**src/rtl/sampler_trigger_pkg.sv**
```systemverilog
// sampler_trigger_pkg: state encodings shared by the trigger/capture sequencer
package sampler_trigger_pkg;
    localparam int STATE_W = 3;
    localparam logic [STATE_W-1:0] ST_IDLE    = 3'd0;
    localparam logic [STATE_W-1:0] ST_ARMED   = 3'd1;
    localparam logic [STATE_W-1:0] ST_DELAY   = 3'd2;
    localparam logic [STATE_W-1:0] ST_CAPTURE = 3'd3;
    localparam logic [STATE_W-1:0] ST_DONE    = 3'd4;
    typedef enum logic [STATE_W-1:0] {
        IDLE    = ST_IDLE,
        ARMED   = ST_ARMED,
        DELAY   = ST_DELAY,
        CAPTURE = ST_CAPTURE,
        DONE    = ST_DONE
    } state_e;
endpackage

```
**src/rtl/sampler_trigger_match.sv**
```systemverilog
// trigger_match: latched trigger config with level/edge match detection
module trigger_match #(
    parameter int inputBits = 32
) (
    input  logic                 clk,
    input  logic                 reset,
    input  logic                 load,
    input  logic [inputBits-1:0] mask_in,
    input  logic [inputBits-1:0] value_in,
    input  logic                 edge_in,
    input  logic [inputBits-1:0] sample_in,
    output logic                 trig_hit
);
    logic [inputBits-1:0] mask_q, mask_d, value_q, value_d;
    logic edge_q, edge_d, match_prev_q, match_prev_d, match;
    // match uses the incoming config on load so an already-true level is not seen as an edge
    always_comb begin
        mask_d       = load ? mask_in : mask_q;
        value_d      = load ? value_in : value_q;
        edge_d       = load ? edge_in : edge_q;
        match        = ((sample_in ^ value_d) & mask_d) == '0;
        match_prev_d = match;
        trig_hit     = match & ~(edge_d & match_prev_q);
    end
    always_ff @(posedge clk) begin
        if (reset) begin
            mask_q       <= '0;
            value_q      <= '0;
            edge_q       <= 1'b0;
            match_prev_q <= 1'b0;
        end else begin
            mask_q       <= mask_d;
            value_q      <= value_d;
            edge_q       <= edge_d;
            match_prev_q <= match_prev_d;
        end
    end
endmodule

```
**src/rtl/sampler_trigger.sv**
```systemverilog
// sampler_trigger: arms on a host pulse, waits for trigger and delay, then gates the sampler
module sampler_trigger
    import sampler_trigger_pkg::*;
#(
    parameter int inputBits   = 32,
    parameter int delayBits   = 16,
    parameter int timeoutBits = 24
) (
    input  logic                   clk,
    input  logic                   reset,
    input  logic                   arm,
    input  logic                   abort,
    input  logic [inputBits-1:0]   trig_mask,
    input  logic [inputBits-1:0]   trig_value,
    input  logic                   trig_edge,
    input  logic [delayBits-1:0]   delay,
    input  logic [timeoutBits-1:0] timeout,
    input  logic [inputBits-1:0]   sample_in,
    input  logic                   w_done,
    output logic                   w_enable,
    output logic [STATE_W-1:0]     state,
    output logic                   busy,
    output logic                   triggered,
    output logic                   forced,
    output logic [timeoutBits-1:0] armed_cycles,
    output logic                   done_pulse
);
    state_e state_q, state_d;
    logic [delayBits-1:0] delay_q, delay_d, delay_cnt_q, delay_cnt_d;
    logic [timeoutBits-1:0] timeout_q, timeout_d, armed_cycles_q, armed_cycles_d;
    logic triggered_q, triggered_d, forced_q, forced_d;
    logic w_enable_q, w_enable_d, done_pulse_q, done_pulse_d;
    logic arm_ok, timed_out, trig_hit;
    assign arm_ok = arm & ~abort & (state_q == IDLE || state_q == DONE);
    trigger_match #(.inputBits(inputBits)) u_match (
        .clk      (clk),
        .reset    (reset),
        .load     (arm_ok),
        .mask_in  (trig_mask),
        .value_in (trig_value),
        .edge_in  (trig_edge),
        .sample_in(sample_in),
        .trig_hit (trig_hit)
    );
    always_comb begin
        state_d        = state_q;
        delay_d        = delay_q;
        timeout_d      = timeout_q;
        delay_cnt_d    = delay_cnt_q;
        armed_cycles_d = armed_cycles_q;
        triggered_d    = triggered_q;
        forced_d       = forced_q;
        done_pulse_d   = 1'b0;
        timed_out      = timeout_q != '0 && ({1'b0, armed_cycles_q} + 1'b1) == {1'b0, timeout_q};
        if (abort) begin
            state_d = IDLE;
        end else if (arm_ok) begin
            delay_d        = delay;
            timeout_d      = timeout;
            armed_cycles_d = '0;
            triggered_d    = 1'b0;
            forced_d       = 1'b0;
            state_d        = ARMED;
        end else begin
            case (state_q)
                ARMED: begin
                    if (trig_hit || timed_out) begin
                        triggered_d = 1'b1;
                        forced_d    = ~trig_hit;
                        delay_cnt_d = delay_q - 1'b1;
                        state_d     = delay_q == '0 ? CAPTURE : DELAY;
                    end else begin
                        armed_cycles_d = &armed_cycles_q ? armed_cycles_q : armed_cycles_q + 1'b1;
                    end
                end
                DELAY: begin
                    state_d     = delay_cnt_q == '0 ? CAPTURE : DELAY;
                    delay_cnt_d = delay_cnt_q - 1'b1;
                end
                CAPTURE: begin
                    state_d      = w_done ? DONE : CAPTURE;
                    done_pulse_d = w_done;
                end
                default: ;
            endcase
        end
        w_enable_d = state_d == CAPTURE || state_d == DONE;
    end
    always_ff @(posedge clk) begin
        if (reset) begin
            state_q        <= IDLE;
            delay_q        <= '0;
            timeout_q      <= '0;
            delay_cnt_q    <= '0;
            armed_cycles_q <= '0;
            triggered_q    <= 1'b0;
            forced_q       <= 1'b0;
            w_enable_q     <= 1'b0;
            done_pulse_q   <= 1'b0;
        end else begin
            state_q        <= state_d;
            delay_q        <= delay_d;
            timeout_q      <= timeout_d;
            delay_cnt_q    <= delay_cnt_d;
            armed_cycles_q <= armed_cycles_d;
            triggered_q    <= triggered_d;
            forced_q       <= forced_d;
            w_enable_q     <= w_enable_d;
            done_pulse_q   <= done_pulse_d;
        end
    end
    assign state        = state_q;
    assign busy         = state_q == ARMED || state_q == DELAY || state_q == CAPTURE;
    assign triggered    = triggered_q;
    assign forced       = forced_q;
    assign armed_cycles = armed_cycles_q;
    assign w_enable     = w_enable_q;
    assign done_pulse   = done_pulse_q;
endmodule

```
**config.mk**
```make
export PLATFORM = sky130hd
export DESIGN_NAME = sampler_trigger
export DESIGN_NICKNAME = d
export VERILOG_FILES = /design/src/rtl/sampler_trigger_pkg.sv /design/src/rtl/sampler_trigger_match.sv /design/src/rtl/sampler_trigger.sv
export SDC_FILE = /design/constraint.sdc
export NUM_CORES = 1
export LEC_CHECK = 0
export CORE_ASPECT_RATIO = 0.7
export CORE_MARGIN = 8
export CORE_UTILIZATION = 33
export DETAILED_ROUTE_END_ITERATION = 16
export PLACE_DENSITY = 0.53
export SLEW_MARGIN = 30
export SYNTH_ARGS = -nofsm -noshare
export SYNTH_HDL_FRONTEND = slang
export SYNTH_HIERARCHICAL = 1
export SYNTH_SLANG_ARGS = --single-unit
```
**constraint.sdc**
```tcl
create_clock -name clk -period 8.2 [get_ports clk]
set_input_delay 1.64 -clock clk [delete_from_list [all_inputs] [get_ports clk]]
set_output_delay 1.64 -clock clk [all_outputs]
set_load 0.02 [all_outputs]
```
==> results_dict.tcl <==
set metrics [dict create \
    yosys.area_share.simple_pct 25.6 \
    rsz0062_at_grt "false" \
    drtPass1Iterations 5 \
    status "complete, no violations" \
    fillers 2594 \
    path_delay_family "simple AND/OR/NAND/NOR gates" \
    hpwlAfterDp_um 20100 \
    post_cts_buffers 0 \
    combPwrFrac_pct 16.1 \
    htreeDepth 4 \
    die-area_um2 31300 \
    synth-adder-area-share_pct 0.294 \
    synth.area.mux_share_pct 6.60 \
    gp_congestion 0.926 \
    cts_buffers 17 \
    synth_area_leaders "dfxtp_1 (36%), xnor2_1 (6.7%), mux2i_1 (6.5%)" \
    hp-start "u_match/mask_q[24]$_SDFF_PP0_" \
    end_kind "register" \
    finalSetupViolations 0 \
    worstPathArrival_ps 6350 \
    port_buffers 173 \
    crit_type "input pin to register" \
    layout.cells.non_filler 1529 \
    min_period_ps 6030 \
    drtIter0Drc 362 \
    max_stage_delay_ps 710 \
    skew_ps 8.67 \
    drv_slew 0 \
    crit_slowest_cell "nor3b_1" \
    switchingPower_mw 0.517 \
    syn_area_per_cell_um2 8.13 \
    worstPathRequired_ps 8510 \
    antenna_found_initial 1 \
    ys_async_sr_fraction_pct 0 \
    path_cells "clkdlybuf4s50_1 > and2_1 > nand2b_2 > inv_4 > inv_4 > nand2_1 > o22ai_1 > or4_1 > nor4_2 > nor3b_1 > inv_1 > o41ai_4 > buf_4 > or2_2 > o21ai_0 > a32o_1" \
    leakagePower_nw 3.88 \
    synth_cells 1047 \
    clock_latency_ps 420 \
    syn-num-nets 1191 \
    power_per_cell_area_nw_per_um2 178 \
    grt_use_total_pct 16.8 \
    synth_seq_cells 153 \
    worstMarginPinSlew_ps 895 \
    post_drt_wl_per_cell_um 17.7 \
    yosysTopAreaCell "dfxtp_1" \
    synth_edf_count 0 \
    grt_pass1_vias 7701 \
    cts_sinks 153 \
    timing.final.crit_share_pct 73.6 \
    vias_per_cell 5.18 \
    cp_max_fo 48 \
    cp_common_cell "inv_4" \
    area_growth_pct 29.9 \
    hold_viol 0 \
    intPower_mw 1.45 \
    synth-main-ff-cell "dfxtp_1" \
    hold_class "register to register" \
    crit_path_start_kind "input pin" \
    p_seq_share_pct 40.6 \
    yosys_warnings 6 \
    maxSlewHeadroom_pct 40.3 \
    layout.nets 1328 \
    dr_total_vias 7924 \
    drc 0 \
    final_cell_mix "clkdlybuf4s50_1 (172), dfxtp_1 (153), nand2_1 (137)" \
    yosysSeqAreaShare_pct 36.0 \
    layout-drive-gt1-share_pct 5.10 \
    critPathLaunch "arm" \
    ir_drop_mv 0.143 \
    overflow 0 \
    yosys.area.top_type_share_pct 36.0 \
    synth_compound_area_share_pct 15.7 \
    dp_cells 1496 \
    drv_cap 0 \
    synth_xor_area_share_pct 11.6 \
    num_rows 49 \
    grt_pass1_wl_um 42500 \
    die_x_um 208 \
    synth_top_family_by_area "simple AND/OR/NAND/NOR gates" \
    tns_ps 0 \
    clockBufferDepth 2 \
    path_buf_inv 5 \
    cts_hold_buf 0 \
    cts-root-buf "clkbuf_16" \
    fmax_mhz 166 \
    clockPowerShare_pct 43.3 \
    final_common_cell "clkdlybuf4s50_1" \
    p_sw_share_pct 26.2 \
    core_um2 25500 \
    cts_tree "done" \
    die_y_um 150 \
    cts_resized 0 \
    netlist_area_um2 8520 \
    wirelength_um 27100 \
    drtAntennaViolNets 0 \
    grt_max_degree 73 \
    ys_types 78 \
    start_util_pct 33.4 \
    pin_count 174 \
    rr_startpoint "state[1]$_SDFF_PP0_" \
    clk_pin_slew_ps 70 \
]
## final cells by class
| class | instances | area, um^2 | share of cell area, % |
|---|---|---|---|
| Multi-Input combinational cell | 815 | 5100 | 46.1 |
| Sequential cell | 153 | 3060 | 27.7 |
| Timing Repair Buffer | 180 | 1780 | 16.1 |
| Clock buffer | 20 | 457 | 4.13 |
| Tap cell | 331 | 414 | 3.74 |
| Clock inverter | 11 | 171 | 1.55 |
| Inverter | 17 | 68.8 | 0.622 |
| Antenna cell | 2 | 5.00 | 0.0452 |
## flip-flops by register name (all words and copies together), names as in the netlist
| name | cells |
|---|---|
| u_match/value_q | 32 |
| triggered | 1 |
| state | 3 |
| u_match/edge_q | 1 |
| forced | 1 |
| done_pulse | 1 |
| timeout_q | 24 |
| w_enable | 1 |
| armed_cycles | 24 |
| delay_q | 16 |
| u_match/match_prev_q | 1 |
| delay_cnt_q | 16 |
| u_match/mask_q | 32 |
## through the flow
| step | area, um^2 | worst slack [ps] | hold WS (ps) | util, % | total power [mW] |
|---|---|---|---|---|---|
| 2_1_floorplan | 8520 | 3350 | 441 | - | 0.995 |
| 3_3_place_gp | 10400 | 1930 | 458 | 40.9 | 1.13 |
| 3_5_place_dp | 10400 | 1700 | 462 | 40.9 | 1.13 |
| 4_1_cts | 11100 | 2160 | 470 | 43.4 | 1.99 |
| 5_1_grt | 11100 | 1880 | 504 | 43.4 | 2.06 |
| 6_report | 11100 | 2170 | 475 | 43.4 | 1.97 |
## power by group through the flow
stage / logic, mW / registers (mW) / clock network [mW]
after global routing: 0.348 / 0.803 / 0.907
after CTS: 0.319 / 0.799 / 0.873
final: 0.318 / 0.799 / 0.854
after floorplan: 0.187 / 0.809 / 0
after global placement: 0.316 / 0.815 / 0
after detailed placement: 0.317 / 0.816 / 0
## metal layers
metal	vias to the layer above	wire length (um)	share of wire, %	global-route usage [%]
li1	3991	-	-	-
met1	3751	13200	49	23.0
met2	164	12500	46	26.7
met3	18	1120	4.1	3.58
met4	0	216	0.80	3.96
met5	-	0	0	0
## worst min-delay path, cell delays in order, from the launching register on
cell,delay (ps)
dfxtp_1,310
nand2_1,60
a21oi_1,60
## cell families (layout without fill, tap and decap cells)
kind of cell / Yosys count / in the layout
adders and majority gates: 2 / 2
muxes: 56 / 56
xor gates and xnor gates: 113 / 113
AOI/OAI and AO/OA: 207 / 207
and+or+nand+nor: 437 / 437
DFF: 153 / 153
buffers and inverters: 79 / 228
other: 0 / 2
## path summary, 6_finish.rpt
check / endpoint / cells after the start / slack (ps)
setup / recovery: armed_cycles[9]$_SDFFE_PP0P_ / 16 / 2170
hold / removal: u_match/mask_q[24]$_SDFF_PP0_ / 2 / 470
setup reg to reg: armed_cycles[9]$_SDFFE_PP0P_ / 16 / 3270
hold reg to reg: u_match/mask_q[24]$_SDFF_PP0_ / 2 / 470
## synthesized netlist by cell type (8+ instances only)
| cell | n |
|---|---|
| nand2b_1 | 14 |
| dfxtp_1 | 153 |
| mux2i_1 | 55 |
| clkbuf_1 | 36 |
| nand2_1 | 137 |
| xor2_1 | 48 |
| nand3_1 | 25 |
| nor3_1 | 27 |
| xnor2_1 | 65 |
| a21oi_1 | 81 |
| nand4_1 | 12 |
| buf_2 | 16 |
| nand3b_1 | 8 |
| nor2_1 | 110 |
| a31oi_1 | 13 |
| nor4_1 | 24 |
| or3_1 | 12 |
| o21ai_0 | 31 |
| o22ai_1 | 11 |
| or4_1 | 10 |
| inv_1 | 15 |
No activity file was read; power rests on OpenSTA's default activity.
